===== src/rtl/noc_pkg.sv =====
// Shared NoC definitions: mesh direction indices, default port count and the
// wormhole lock state used by the switch allocator.
package noc_pkg;

  localparam int DIR_E = 0;
  localparam int DIR_W = 1;
  localparam int DIR_N = 2;
  localparam int DIR_S = 3;
  localparam int DIR_L = 4;

  localparam int NUM_PORTS_DEF = 5;

  typedef enum logic [0:0] {
    IDLE   = 1'b0,
    LOCKED = 1'b1
  } lock_state_t;

endpackage


===== src/rtl/rr_arbiter.sv =====
// Combinational round-robin pick: first set request at or above ptr_i, wrapping.
// The pointer register belongs to the instantiating module.
module rr_arbiter #(
  parameter int N     = 5,
  parameter int IDX_W = 3
) (
  input  logic [N-1:0]     req_i,
  input  logic [IDX_W-1:0] ptr_i,
  output logic [N-1:0]     gnt_o,
  output logic [IDX_W-1:0] idx_o
);

  logic found_s;
  int   pos_s;

  // Scan N positions starting at the pointer and keep the first requester.
  always_comb begin
    gnt_o   = {N{1'b0}};
    idx_o   = {IDX_W{1'b0}};
    found_s = 1'b0;
    pos_s   = 0;
    for (int k = 0; k < N; k++) begin
      pos_s = (int'(ptr_i) + k) % N;
      if (!found_s && req_i[pos_s]) begin
        found_s      = 1'b1;
        gnt_o[pos_s] = 1'b1;
        idx_o        = IDX_W'(pos_s);
      end else begin
        found_s = found_s;
      end
    end
  end

endmodule


===== src/rtl/switch_alloc_rr.sv =====
// Round-robin switch allocator with registered grants. Define
// SWITCH_ALLOC_WORMHOLE_LOCK_EN to hold an output for one packet until its tail.
module switch_alloc_rr #(
  parameter int NUM_PORTS = noc_pkg::NUM_PORTS_DEF,
  parameter int DIR_W     = 3
) (
  input  logic                       clk,
  input  logic                       reset,
  input  logic [NUM_PORTS-1:0]       in_req,
  input  logic [NUM_PORTS*DIR_W-1:0] in_dir,
  input  logic [NUM_PORTS-1:0]       in_tail,
  input  logic [NUM_PORTS-1:0]       out_en,
  output logic [NUM_PORTS-1:0]       st_req,
  output logic [NUM_PORTS-1:0]       in_ack,
  output logic [NUM_PORTS-1:0]       out_valid,
  output logic [NUM_PORTS*DIR_W-1:0] out_sel
);

  logic [NUM_PORTS-1:0][NUM_PORTS-1:0] req_col_s;
  logic [NUM_PORTS-1:0][NUM_PORTS-1:0] elig_s;
  logic [NUM_PORTS-1:0][NUM_PORTS-1:0] win_gnt_s;
  logic [NUM_PORTS-1:0][DIR_W-1:0]     win_idx_s;
  logic [NUM_PORTS-1:0]                grant_s;
  logic [NUM_PORTS-1:0]                locked_s;

  logic [NUM_PORTS-1:0][DIR_W-1:0]     ptr_q, ptr_d;
  logic [NUM_PORTS-1:0][DIR_W-1:0]     sel_q, sel_d;
  logic [NUM_PORTS-1:0]                ack_q, ack_d;
  logic [NUM_PORTS-1:0]                valid_q, valid_d;

`ifdef SWITCH_ALLOC_WORMHOLE_LOCK_EN
  noc_pkg::lock_state_t                lock_q [NUM_PORTS];
  logic [NUM_PORTS-1:0][DIR_W-1:0]     owner_q;
`else
  logic                                unused_tail_s;
  assign unused_tail_s = ^in_tail;
`endif

  // Column o of the request matrix: inputs whose in-range direction targets o.
  always_comb begin
    req_col_s = '0;
    for (int o = 0; o < NUM_PORTS; o++) begin
      for (int i = 0; i < NUM_PORTS; i++) begin
        if (in_req[i] && (in_dir[i*DIR_W +: DIR_W] == DIR_W'(o))) begin
          req_col_s[o][i] = 1'b1;
        end else begin
          req_col_s[o][i] = 1'b0;
        end
      end
    end
  end

  // Route-compute hint, independent of credits and masked during reset.
  always_comb begin
    st_req = {NUM_PORTS{1'b0}};
    for (int o = 0; o < NUM_PORTS; o++) begin
      if (reset) begin
        st_req[o] = 1'b0;
      end else begin
        st_req[o] = |req_col_s[o];
      end
    end
  end

  // A locked output only sees its owner's request.
  always_comb begin
    elig_s   = req_col_s;
    locked_s = {NUM_PORTS{1'b0}};
    for (int o = 0; o < NUM_PORTS; o++) begin
`ifdef SWITCH_ALLOC_WORMHOLE_LOCK_EN
      if (lock_q[o] == noc_pkg::LOCKED) begin
        locked_s[o] = 1'b1;
        elig_s[o]   = req_col_s[o] & (NUM_PORTS'(1) << owner_q[o]);
      end else begin
        locked_s[o] = 1'b0;
      end
`endif
      grant_s[o] = out_en[o] & (|elig_s[o]);
    end
  end

  for (genvar g = 0; g < NUM_PORTS; g++) begin : g_arb
    rr_arbiter #(
      .N     (NUM_PORTS),
      .IDX_W (DIR_W)
    ) u_arb (
      .req_i (elig_s[g]),
      .ptr_i (ptr_q[g]),
      .gnt_o (win_gnt_s[g]),
      .idx_o (win_idx_s[g])
    );
  end

  // Next grant outputs and pointers; the pointer is frozen while locked.
  always_comb begin
    ack_d   = {NUM_PORTS{1'b0}};
    valid_d = grant_s;
    sel_d   = '0;
    ptr_d   = ptr_q;
    for (int o = 0; o < NUM_PORTS; o++) begin
      if (grant_s[o]) begin
        ack_d    = ack_d | win_gnt_s[o];
        sel_d[o] = win_idx_s[o];
        if (locked_s[o]) begin
          ptr_d[o] = ptr_q[o];
        end else if (win_idx_s[o] == DIR_W'(NUM_PORTS - 1)) begin
          ptr_d[o] = {DIR_W{1'b0}};
        end else begin
          ptr_d[o] = win_idx_s[o] + DIR_W'(1);
        end
      end else begin
        sel_d[o] = {DIR_W{1'b0}};
      end
    end
  end

  // Registered grants, pointers and (optionally) per-output lock FSMs.
  always_ff @(posedge clk) begin
    if (reset) begin
      ack_q   <= {NUM_PORTS{1'b0}};
      valid_q <= {NUM_PORTS{1'b0}};
      sel_q   <= '0;
      ptr_q   <= '0;
`ifdef SWITCH_ALLOC_WORMHOLE_LOCK_EN
      owner_q <= '0;
      for (int o = 0; o < NUM_PORTS; o++) begin
        lock_q[o] <= noc_pkg::IDLE;
      end
`endif
    end else begin
      ack_q   <= ack_d;
      valid_q <= valid_d;
      sel_q   <= sel_d;
      ptr_q   <= ptr_d;
`ifdef SWITCH_ALLOC_WORMHOLE_LOCK_EN
      for (int o = 0; o < NUM_PORTS; o++) begin
        case (lock_q[o])
          noc_pkg::IDLE: begin
            if (grant_s[o] && !in_tail[win_idx_s[o]]) begin
              lock_q[o]  <= noc_pkg::LOCKED;
              owner_q[o] <= win_idx_s[o];
            end
          end
          noc_pkg::LOCKED: begin
            if (grant_s[o] && in_tail[owner_q[o]]) begin
              lock_q[o] <= noc_pkg::IDLE;
            end
          end
          default: lock_q[o] <= noc_pkg::IDLE;
        endcase
      end
`endif
    end
  end

  assign in_ack    = ack_q;
  assign out_valid = valid_q;
  assign out_sel   = sel_q;

endmodule


===== config.mk =====
export PLATFORM = sky130hd
export DESIGN_NAME = switch_alloc_rr
export DESIGN_NICKNAME = d
export VERILOG_FILES = /design/src/rtl/noc_pkg.sv /design/src/rtl/rr_arbiter.sv /design/src/rtl/switch_alloc_rr.sv
export SDC_FILE = /design/constraint.sdc
export NUM_CORES = 1
export LEC_CHECK = 0
export BUFFER_PORTS_ARGS = -buffer_cell sky130_fd_sc_hd__buf_2
export CAP_MARGIN = 0
export CORE_ASPECT_RATIO = 1.5
export CORE_MARGIN = 2
export CORE_UTILIZATION = 50
export CTS_BUF_LIST = sky130_fd_sc_hd__clkbuf_8 sky130_fd_sc_hd__clkbuf_16
export DETAILED_ROUTE_END_ITERATION = 10
export GPL_TIMING_DRIVEN = 0
export PLACE_DENSITY_LB_ADDON = 0.2
export SLEW_MARGIN = 20
export SYNTH_ARGS = -nofsm -noshare
export SYNTH_HDL_FRONTEND = slang
export SYNTH_HIERARCHICAL = 1
export SYNTH_SLANG_ARGS = --single-unit

===== constraint.sdc =====
create_clock -name clk -period 5.2 [get_ports clk]
set_clock_uncertainty 0.05 [all_clocks]
set_input_delay 1.04 -clock clk [delete_from_list [all_inputs] [get_ports clk]]
set_output_delay 1.04 -clock clk [all_outputs]
set_load 0.1 [all_outputs]

==> metrics.log, run 1 <==
INFO  metric grt_antenna_before_repair = 0
INFO  metric grt_pass1_wl = a little under 80,000 µm
INFO  metric path_buf_inv = 9
INFO  metric dieWidth = 143.7 µm
INFO  metric max_slew.worst_pin.slew = 849.6 ps
INFO  metric power.static_leakage = roughly 6.9 nW
INFO  metric outcome = complete, but fails checks
INFO  metric finish.cell_count_without_fillers = approximately 2,500
INFO  metric final_core_util = 59.63%
INFO  metric detail_route.vias_per_cell = approximately 6.6
INFO  metric crit_family = simple AND/OR/NAND/NOR gates
INFO  metric share_comb_of_total_power = 93.6%
INFO  metric power.switching_fraction = 56.00%
INFO  metric cpMaxStageDelayCell = sky130_fd_sc_hd__or3_4
INFO  metric count_of_final_max_slew_check_failures = 0
INFO  metric layout.cell_area.non_filler = 17,130 µm²
INFO  metric async_reset_ff_share = 0%
INFO  metric synth-simple-area-share = a little under a third
INFO  metric num_antenna_cells = 0
INFO  metric clock_tree.root_cell = sky130_fd_sc_hd__clkbuf_16
INFO  metric dieHeight = 213.5 µm
INFO  metric yosys_most_used_dff = sky130_fd_sc_hd__dfxtp_1
INFO  metric firstDrtPassIters = 9
INFO  metric synthesis.nets = 2,113
INFO  metric total_power = 12.29 mW
INFO  metric critPathKind = reg -> reg
INFO  metric power.sequential.fraction = 4.0%
INFO  metric power.density_cell_area = 717.6 nW/µm²
INFO  metric critical_path_peak_fanout = 10
INFO  metric maxSlewHeadroom = 43.05%
INFO  metric mean_routed_wirelength_per_cell = 20.08 µm
INFO  metric number_of_top_level_design_ports = 62
INFO  metric initial_utilization = 50.93%
INFO  metric worst-endpoint-required = between 5000 and 6000 ps
INFO  metric post_synthesis_xor_xnor_area_fraction = under 10%
INFO  metric reg2reg_slack = approximately 160 ps
INFO  metric maxClockFrequency = between 150 and 200 MHz
INFO  metric synth_cell_types = 125
INFO  metric grt_pass1_vias = 15,660
INFO  metric finalHoldViolations = 0
INFO  metric area_of_the_mapped_netlist = roughly 15,000 µm²
INFO  metric drive_gt1_share = 25.54%
INFO  metric postRouteWirelength = 49,510 µm
INFO  metric finalSetupViolCount = 0
INFO  metric power.net_switching = between 6 and 7 mW
INFO  metric gr-total-overflow = 0
INFO  metric cts_num_sinks = 40
INFO  metric power.internal = 5.408 mW
INFO  metric syn_to_final_growth = 17.08%
INFO  metric dp_cells = 2,385
INFO  metric post_synth_fa_ha_maj_area_fraction = 13.00%
INFO  metric fin_crit_sh = 96.98%
INFO  metric fin_nets = 2,259
INFO  metric synth_enable_flop_cells = 0
INFO  metric max_cap_viol_count = 0
INFO  metric syn-mean-instance-area = roughly 7.6 µm²
INFO  metric finalWeightedCongestion = 0.9716
INFO  metric startpoint_type = flop
INFO  metric drt_iter0_markers = 1,238
INFO  metric most_frequent_cell_on_the_critical_path = sky130_fd_sc_hd__buf_6
INFO  metric post_dp_cell_area = between 15,000 and 20,000 µm²
INFO  metric hold_class = reg -> reg
INFO  metric placed_wire_length_estimate_after_detailed_placement = 37,700 µm
INFO  metric tritoncts = done
INFO  metric synth_compound_gate_area_share = 33.22%
INFO  metric synth_top_family_by_area = compound AO/OA/AOI/OAI gates
INFO  metric clock_power_share = 2.4%
INFO  metric drtAntennaViolNets = 0
INFO  metric failing_checks = DRC
INFO  metric synth.yosys.warnings = 6
INFO  metric maximum_buffer_depth_of_the_clock_tree = 2
INFO  metric cp-end-kind = flop
INFO  metric maximum_number_of_pins_on_one_net_before_global_route_repair = 14
INFO  metric post-route-min-period = about 5000 ps
INFO  metric std_cell_rows = 76
INFO  metric clk_transition_reported_paths = 60 ps
INFO  metric grt_use_total = 30.56%
INFO  metric vias = about 16,000
INFO  metric cts_made_buffers = 5
INFO  metric worst_skew_pair_later_pin_latency = 280 ps
INFO  metric syn-instance-count = 1,929
INFO  metric ys_ff_latch = 40
INFO  metric cp.arrival = 5140 ps
INFO  metric remaining_drc_errors = 1
INFO  metric yosys-mux-area-fraction = 6.210%
INFO  metric yosysSeqAreaShare = 5.475%
INFO  metric fp.coreArea = about 29,000 µm²
INFO  metric delay_of_the_slowest_critical_path_stage = ~400 ps
INFO  metric cts_h_tree_lvls = 2
INFO  metric placement.io_buffers = 55
INFO  metric holdBufCountCts = 0
INFO  metric die_area = 30,670 µm²
INFO  metric ir_worst_vdd = 427.8 µV
final timing paths:
check | startpoint | to | cells past startpoint
worst max-delay path | ptr_q[3]$_SDFFE_PP0N_ | ptr_q[5]$_SDFFE_PP0N_ | 27
worst min-delay path | ptr_q[13]$_SDFFE_PP0P_ | ptr_q[13]$_SDFFE_PP0P_ | 2
worst max register to register | ptr_q[3]$_SDFFE_PP0N_ | ptr_q[5]$_SDFFE_PP0N_ | 27
worst min register to register | ptr_q[13]$_SDFFE_PP0P_ | ptr_q[13]$_SDFFE_PP0P_ | 2
sequential cells by signal (all words and copies together) (netlist names):
name	flops
ptr_q	15
in_ack	5
out_valid	5
out_sel	15
cell type report:
| type | count | area (µm²) |
|---|---|---|
| Buffer | 106 | 832.0 |
| Tap cell | 390 | 488.0 |
| Clock buffer | 5 | 125.1 |
| Inverter | 117 | 481.7 |
| Fill cell | 2729 | 11590 |
| Clock inverter | 2 | 8.758 |
| Sequential cell | 40 | 850.8 |
| Timing Repair Buffer | 139 | 902.1 |
| Multi-Input combinational cell | 1666 | 13440 |
per-stage QoR:
step | hold slack [ps] | setup WS, ps | TNS, ps
floorplan | 460.2 | -10.06 | -10.06
detailed placement | 531.8 | -909.5 | -18470
global route | 493.9 | -78.05 | -402.4
finish | 481.5 | 156.9 | 0
CTS | 484.2 | -34.04 | -34.04
global placement | 525.0 | -829.4 | -16250
cell families (layout without fill, tap and decap cells):
| kind of cell | after synthesis | in the layout |
|---|---|---|
| xor+xnor | 51 | 51 |
| compound gates | 610 | 610 |
| fa+ha+maj | 152 | 152 |
| flops | 40 | 40 |
| simple gates | 765 | 765 |
| buf+inv | 223 | 369 |
| mux | 88 | 88 |
power groups by stage:
stage | sequential, mW | combinational [mW] | clock [mW]
2_1_floorplan | 0.619 | 7.49 | 0
3_3_place_gp | 0.476 | 9.41 | 0
3_5_place_dp | 0.477 | 9.56 | 0
4_1_cts | 0.488 | 10.3 | 0.300
5_1_grt | 0.502 | 12.5 | 0.313
6_report | 0.494 | 11.5 | 0.297
Yosys cell counts (22+ instances only):
master | number | area share, %
sky130_fd_sc_hd__ha_1 | 152 | 13
sky130_fd_sc_hd__nor2_1 | 122 | 3.1
sky130_fd_sc_hd__nand2_1 | 109 | 2.8
sky130_fd_sc_hd__inv_1 | 97 | 2.5
sky130_fd_sc_hd__a21oi_1 | 84 | 2.9
sky130_fd_sc_hd__mux2i_1 | 71 | 4.9
sky130_fd_sc_hd__nand3_1 | 70 | 2.4
sky130_fd_sc_hd__o21ai_0 | 68 | 2.3
sky130_fd_sc_hd__nor3_1 | 53 | 1.8
sky130_fd_sc_hd__nand4_1 | 49 | 2.1
sky130_fd_sc_hd__nand3b_1 | 48 | 2.5
sky130_fd_sc_hd__buf_2 | 46 | 1.6
sky130_fd_sc_hd__xnor2_1 | 42 | 2.5
sky130_fd_sc_hd__dfxtp_1 | 40 | 5.5
sky130_fd_sc_hd__nor2b_1 | 39 | 1.7
sky130_fd_sc_hd__o211ai_1 | 39 | 2.0
sky130_fd_sc_hd__a31oi_1 | 38 | 1.6
sky130_fd_sc_hd__a211oi_1 | 36 | 1.8
sky130_fd_sc_hd__nor4_1 | 25 | 1.1
sky130_fd_sc_hd__and2_1 | 24 | 1.0
sky130_fd_sc_hd__o31ai_1 | 24 | 1.2
sky130_fd_sc_hd__or3_1 | 24 | 1.0
sky130_fd_sc_hd__nand2b_1 | 22 | 0.94
worst register-to-register path, cell delays in order (launching register included):
cell and delay, ps:
sky130_fd_sc_hd__dfxtp_4 380, sky130_fd_sc_hd__buf_6 150, sky130_fd_sc_hd__inv_6 80, sky130_fd_sc_hd__buf_12 120, sky130_fd_sc_hd__ha_2 170, sky130_fd_sc_hd__buf_6 140
sky130_fd_sc_hd__inv_1 70, sky130_fd_sc_hd__ha_4 310, sky130_fd_sc_hd__inv_2 70, sky130_fd_sc_hd__ha_2 210, sky130_fd_sc_hd__or3_4 400, sky130_fd_sc_hd__a21oi_4 150
sky130_fd_sc_hd__or2_1 130, sky130_fd_sc_hd__buf_6 130, sky130_fd_sc_hd__ha_4 230, sky130_fd_sc_hd__mux2i_1 120, sky130_fd_sc_hd__a22oi_1 240, sky130_fd_sc_hd__nand3b_1 140
sky130_fd_sc_hd__o221ai_1 140, sky130_fd_sc_hd__a22o_4 300, sky130_fd_sc_hd__buf_4 170, sky130_fd_sc_hd__nand3_2 100, sky130_fd_sc_hd__a41oi_4 120, sky130_fd_sc_hd__buf_4 160
sky130_fd_sc_hd__ha_1 220, sky130_fd_sc_hd__nor2b_1 140, sky130_fd_sc_hd__nor3_1 190, sky130_fd_sc_hd__nor3_1 70
metal layers:
metal	global-route usage, %	vias up	share of wire (%)
met3	3.528	154	5.4
met5	0	-	0
met4	11.66	0	3.6
met2	56.37	633	50
met1	35.78	7803	40
li1	-	7785	-
placed cells by master, fill, tap and decap left out, types with 38 or more instances in the layout:
cell type,synthesis,routed
sky130_fd_sc_hd__a31oi_1,38,38
sky130_fd_sc_hd__nand3b_1,48,48
sky130_fd_sc_hd__buf_4,21,96
sky130_fd_sc_hd__nor2_1,122,119
sky130_fd_sc_hd__inv_1,97,82
sky130_fd_sc_hd__nand4_1,49,49
sky130_fd_sc_hd__nor2b_1,39,38
sky130_fd_sc_hd__nor3_1,53,51
sky130_fd_sc_hd__nand2_1,109,105
sky130_fd_sc_hd__o211ai_1,39,39
sky130_fd_sc_hd__nand3_1,70,63
sky130_fd_sc_hd__o21ai_0,68,67
sky130_fd_sc_hd__a21oi_1,84,79
sky130_fd_sc_hd__xnor2_1,42,39
sky130_fd_sc_hd__buf_2,46,90
sky130_fd_sc_hd__mux2i_1,71,65
sky130_fd_sc_hd__ha_1,152,127
what timing repair did:
action | 4_1_cts | 5_1_grt
gates resized for setup | 124 | 95
setup buffers | 28 | 45
pin swaps | 25 | 52
setup endpoints to repair | 35 | 20
No activity file was read; power rests on OpenSTA's default activity.
==> run 2, diff against run 1 <==
--- a/config.mk
+++ b/config.mk
@@ -7,9 +7,11 @@
 export LEC_CHECK = 0
 export BUFFER_PORTS_ARGS = -buffer_cell sky130_fd_sc_hd__buf_2
 export CAP_MARGIN = 0
+export CELL_PAD_IN_SITES_DETAIL_PLACEMENT = 0
+export CELL_PAD_IN_SITES_GLOBAL_PLACEMENT = 1
 export CORE_ASPECT_RATIO = 1.5
 export CORE_MARGIN = 2
-export CORE_UTILIZATION = 50
+export CORE_UTILIZATION = 44
 export CTS_BUF_LIST = sky130_fd_sc_hd__clkbuf_8 sky130_fd_sc_hd__clkbuf_16
 export DETAILED_ROUTE_END_ITERATION = 10
 export GPL_TIMING_DRIVEN = 0
==> run 2 against run 1 <==
The flow now finishes without violations. First-iteration DRC count decreased by 14%. Utilization decreased by 6.9 points. Highest routed layer unchanged. Non-clock buffer count decreased by 3.
==> metrics.log, run 2 (synthesis results as in run 1) <==
INFO  metric grtUsageMet2 = 52.06% (-4.3 points)
INFO  metric std_cell_rows = 81 (+6.6%)
INFO  metric detail_route.vias_per_cell = 6.568 (-1.1%)
INFO  metric drtAntennaViolNets = 0 (unchanged)
INFO  metric cts_num_sinks = 40 (unchanged)
INFO  metric fin_nets = 2,256 (-0.13%)
INFO  metric cp-end-kind = flop
INFO  metric die_area = 34,750 µm² (+13%)
INFO  metric holdBufCountCts = 0 (unchanged)
INFO  metric mean_routed_wirelength_per_cell = 20.59 µm (+2.5%)
INFO  metric globalRouteMet1Util = 32.49% (-3.3 points)
INFO  metric critPathKind = reg -> reg
INFO  metric tritoncts = done
INFO  metric count_of_final_max_slew_check_failures = 0 (unchanged)
INFO  metric timing.final.ws_setup = 134.2 ps (-22.67 ps)
INFO  metric r2r_start = ptr_q[6]$_SDFFE_PP0N_
INFO  metric placed_wire_length_estimate_after_detailed_placement = 39,410 µm (+4.5%)
INFO  metric most_common_cell_after_layout_fill_and_taps_aside = sky130_fd_sc_hd__ha_1
INFO  metric reg2reg_slack = 130 ps (-20 ps)
INFO  metric firstDrtPassIters = 7 (-2)
INFO  metric finish.cell_count_without_fillers = 2,488 (+0.93%)
INFO  metric hold_class = reg -> reg
INFO  metric timing_startpoint_of_the_critical_path = ptr_q[6]$_SDFFE_PP0N_
INFO  metric remaining_drc_errors = 0 (-1)
INFO  metric worst-endpoint-required = 5280 ps (about the same)
INFO  metric finalSetupViolCount = 0 (unchanged)
INFO  metric gr-usage-met3 = 3.293% (-0.24 points)
INFO  metric worst-r2r-cell-count = 24 (-11%)
INFO  metric grt_antenna_before_repair = 0 (unchanged)
INFO  metric maxSlewHeadroom = 42.65% (-0.40 points)
INFO  metric clk_transition_reported_paths = 60 ps (about the same)
INFO  metric worst_setup_path_endpoint = in_ack[1]$_SDFF_PP0_
INFO  metric num_antenna_cells = 0 (unchanged)
INFO  metric finalHoldViolations = 0 (unchanged)
INFO  metric maxClockFrequency = 197.4 MHz (-0.45%)
INFO  metric post-route-min-period = 5066 ps (+22.67 ps)
INFO  metric layout.cell_area.non_filler = 17,210 µm² (+0.49%)
INFO  metric gr-total-overflow = 0 (unchanged)
INFO  metric initial_utilization = 44.82% (-6.1 points)
INFO  metric final_core_util = 52.73% (-6.9 points)
INFO  metric fp.coreArea = 32,630 µm² (+14%)
INFO  metric maximum_number_of_pins_on_one_net_before_global_route_repair = 14 (unchanged)
INFO  metric post_dp_cell_area = 15,640 µm² (+0.43%)
INFO  metric dp_cells = 2,409 (+1.0%)
INFO  metric critical_path_peak_fanout = 10 (unchanged)
INFO  metric placement.io_buffers = 55 (unchanged)
INFO  metric dieHeight = 227.3 µm (+6.5%)
INFO  metric outcome = complete, no violations
INFO  metric clock_tree.root_cell = sky130_fd_sc_hd__clkbuf_16
INFO  metric cts_made_buffers = 5 (unchanged)
INFO  metric r2r_end = in_ack[1]$_SDFF_PP0_
INFO  metric number_of_top_level_design_ports = 62 (unchanged)
INFO  metric final.fill_count = 3,188 (+17%)
INFO  metric cp.arrival = 5150 ps (about the same)
INFO  metric startpoint_type = flop
INFO  metric power.static_leakage = 6.929 nW (+0.79%)
INFO  metric dieWidth = 152.9 µm (+6.4%)
INFO  metric final_cell_mix = sky130_fd_sc_hd__ha_1 (127), sky130_fd_sc_hd__nor2_1 (120), sky130_fd_sc_hd__nand2_1 (108), sky130_fd_sc_hd__buf_4 (103), sky130_fd_sc_hd__buf_2 (84)
INFO  metric max_slew.worst_pin.slew = 858.9 ps (+9.304 ps)
INFO  metric detailedPlace.worstSlack = -897.6 ps (+11.92 ps)
INFO  metric vias = 16,340 (-0.21%)
INFO  metric drive_gt1_share = 25.13% (-0.41 points)
INFO  metric drt_iter0_markers = 1,069 (-14%)
INFO  metric syn_to_final_growth = 17.66%
INFO  metric grt_busiest_layer = met2
INFO  metric power.density_cell_area = 717.6 nW/µm² (about the same)
INFO  metric worst_skew_pair_later_pin_latency = 300 ps (+20 ps)
INFO  metric postRouteWirelength = 51,220 µm (+3.5%)
INFO  metric grt_pass1_vias = 15,630 (-0.22%)
INFO  metric max_cap_viol_count = 0 (unchanged)
INFO  metric footprint_of_the_multi_input_gates = 13,460 µm² (+0.20%)
INFO  metric grt_pass1_wl = 80,800 µm (+3.7%)
INFO  metric cts_h_tree_lvls = 2 (unchanged)
INFO  metric finalWeightedCongestion = 0.9579 (-1.4%)
INFO  metric ir_worst_vdd = 403.5 µV (-5.7%)
INFO  metric maximum_buffer_depth_of_the_clock_tree = 2 (unchanged)
INFO  metric fin_crit_sh = 97.42% (+0.44 points)
INFO  metric unrepaired_setup_endpoints_after_global_routing = yes
INFO  metric regArea = 853.3 µm² (+0.29%)
INFO  metric grt_use_total = 27.98% (-2.6 points)
[run 2: layer usage]
metal / wire (µm) / vias to the layer above
li1: - / 7772
met5: 0 / -
met3: 2607 / 147
met2: 25740 / 568
met1: 20790 / 7853
met4: 2087 / 0
[run 2: final cells by class]
cell class / instances / share of cell area [%]
well taps: 415 / 3.017
clock buffers: 6 / 0.8070
repair buffers: 136 / 5.097
multi-input cells: 1666 / 78.23
plain buffers: 106 / 4.835
flip-flops and latches: 40 / 4.959
clock inverters: 2 / 0.2254
inverters: 117 / 2.828
[run 2: power by group]
group	switching [mW]	internal [mW]	leakage [nW]
clock network	0.135	0.241	0.0871
logic	6.66	4.83	6.51
registers	0.107	0.382	0.335
total	6.90	5.45	6.93
[run 2: what timing repair did]
item	in CTS	in global routing
setup buffers	28	43
gates resized for setup	125	92
setup endpoints to repair	35	22
pin swaps	25	47
[run 2: worst min-delay path by stage]
stage	end	from	slack (ps)	cells after the start
6_report	ptr_q[1]$_SDFFE_PP0N_	ptr_q[1]$_SDFFE_PP0N_	470	2
5_1_grt	ptr_q[1]$_SDFFE_PP0N_	ptr_q[1]$_SDFFE_PP0N_	500	2
4_1_cts	ptr_q[0]$_SDFFE_PP0N_	ptr_q[0]$_SDFFE_PP0N_	490	2
3_5_place_dp	ptr_q[0]$_SDFFE_PP0N_	ptr_q[0]$_SDFFE_PP0N_	560	2
3_3_place_gp	ptr_q[0]$_SDFFE_PP0N_	ptr_q[0]$_SDFFE_PP0N_	550	2
2_1_floorplan	ptr_q[6]$_SDFFE_PP0N_	ptr_q[6]$_SDFFE_PP0N_	460	2
[run 2: per-stage QoR]
step | power (mW) | hold WS (ps) | TNS, ps
5_1_grt | 13.35 | 502.8 | -83.44
3_3_place_gp | 9.989 | 553.0 | -18760
3_5_place_dp | 10.12 | 562.4 | -20510
4_1_cts | 11.25 | 487.1 | 0
2_1_floorplan | 8.104 | 460.2 | -10.06
6_report | 12.35 | 473.3 | 0
[run 2: critical path, cell delays in order (launching register included)]
cell and delay (ps):
sky130_fd_sc_hd__dfxtp_4 360, sky130_fd_sc_hd__buf_4 170, sky130_fd_sc_hd__inv_4 100, sky130_fd_sc_hd__buf_12 110, sky130_fd_sc_hd__ha_2 160, sky130_fd_sc_hd__buf_6 140
sky130_fd_sc_hd__inv_1 80, sky130_fd_sc_hd__ha_4 280, sky130_fd_sc_hd__inv_2 60, sky130_fd_sc_hd__ha_2 210, sky130_fd_sc_hd__or3_4 400, sky130_fd_sc_hd__a21oi_4 160
sky130_fd_sc_hd__or2_1 120, sky130_fd_sc_hd__buf_4 150, sky130_fd_sc_hd__ha_1 170, sky130_fd_sc_hd__nand4_1 110, sky130_fd_sc_hd__o211ai_1 200, sky130_fd_sc_hd__nor2_1 150
sky130_fd_sc_hd__a311o_1 330, sky130_fd_sc_hd__a22o_2 270, sky130_fd_sc_hd__buf_4 170, sky130_fd_sc_hd__nand4_1 70, sky130_fd_sc_hd__o211ai_1 120, sky130_fd_sc_hd__a222oi_1 530
sky130_fd_sc_hd__a21oi_1 220
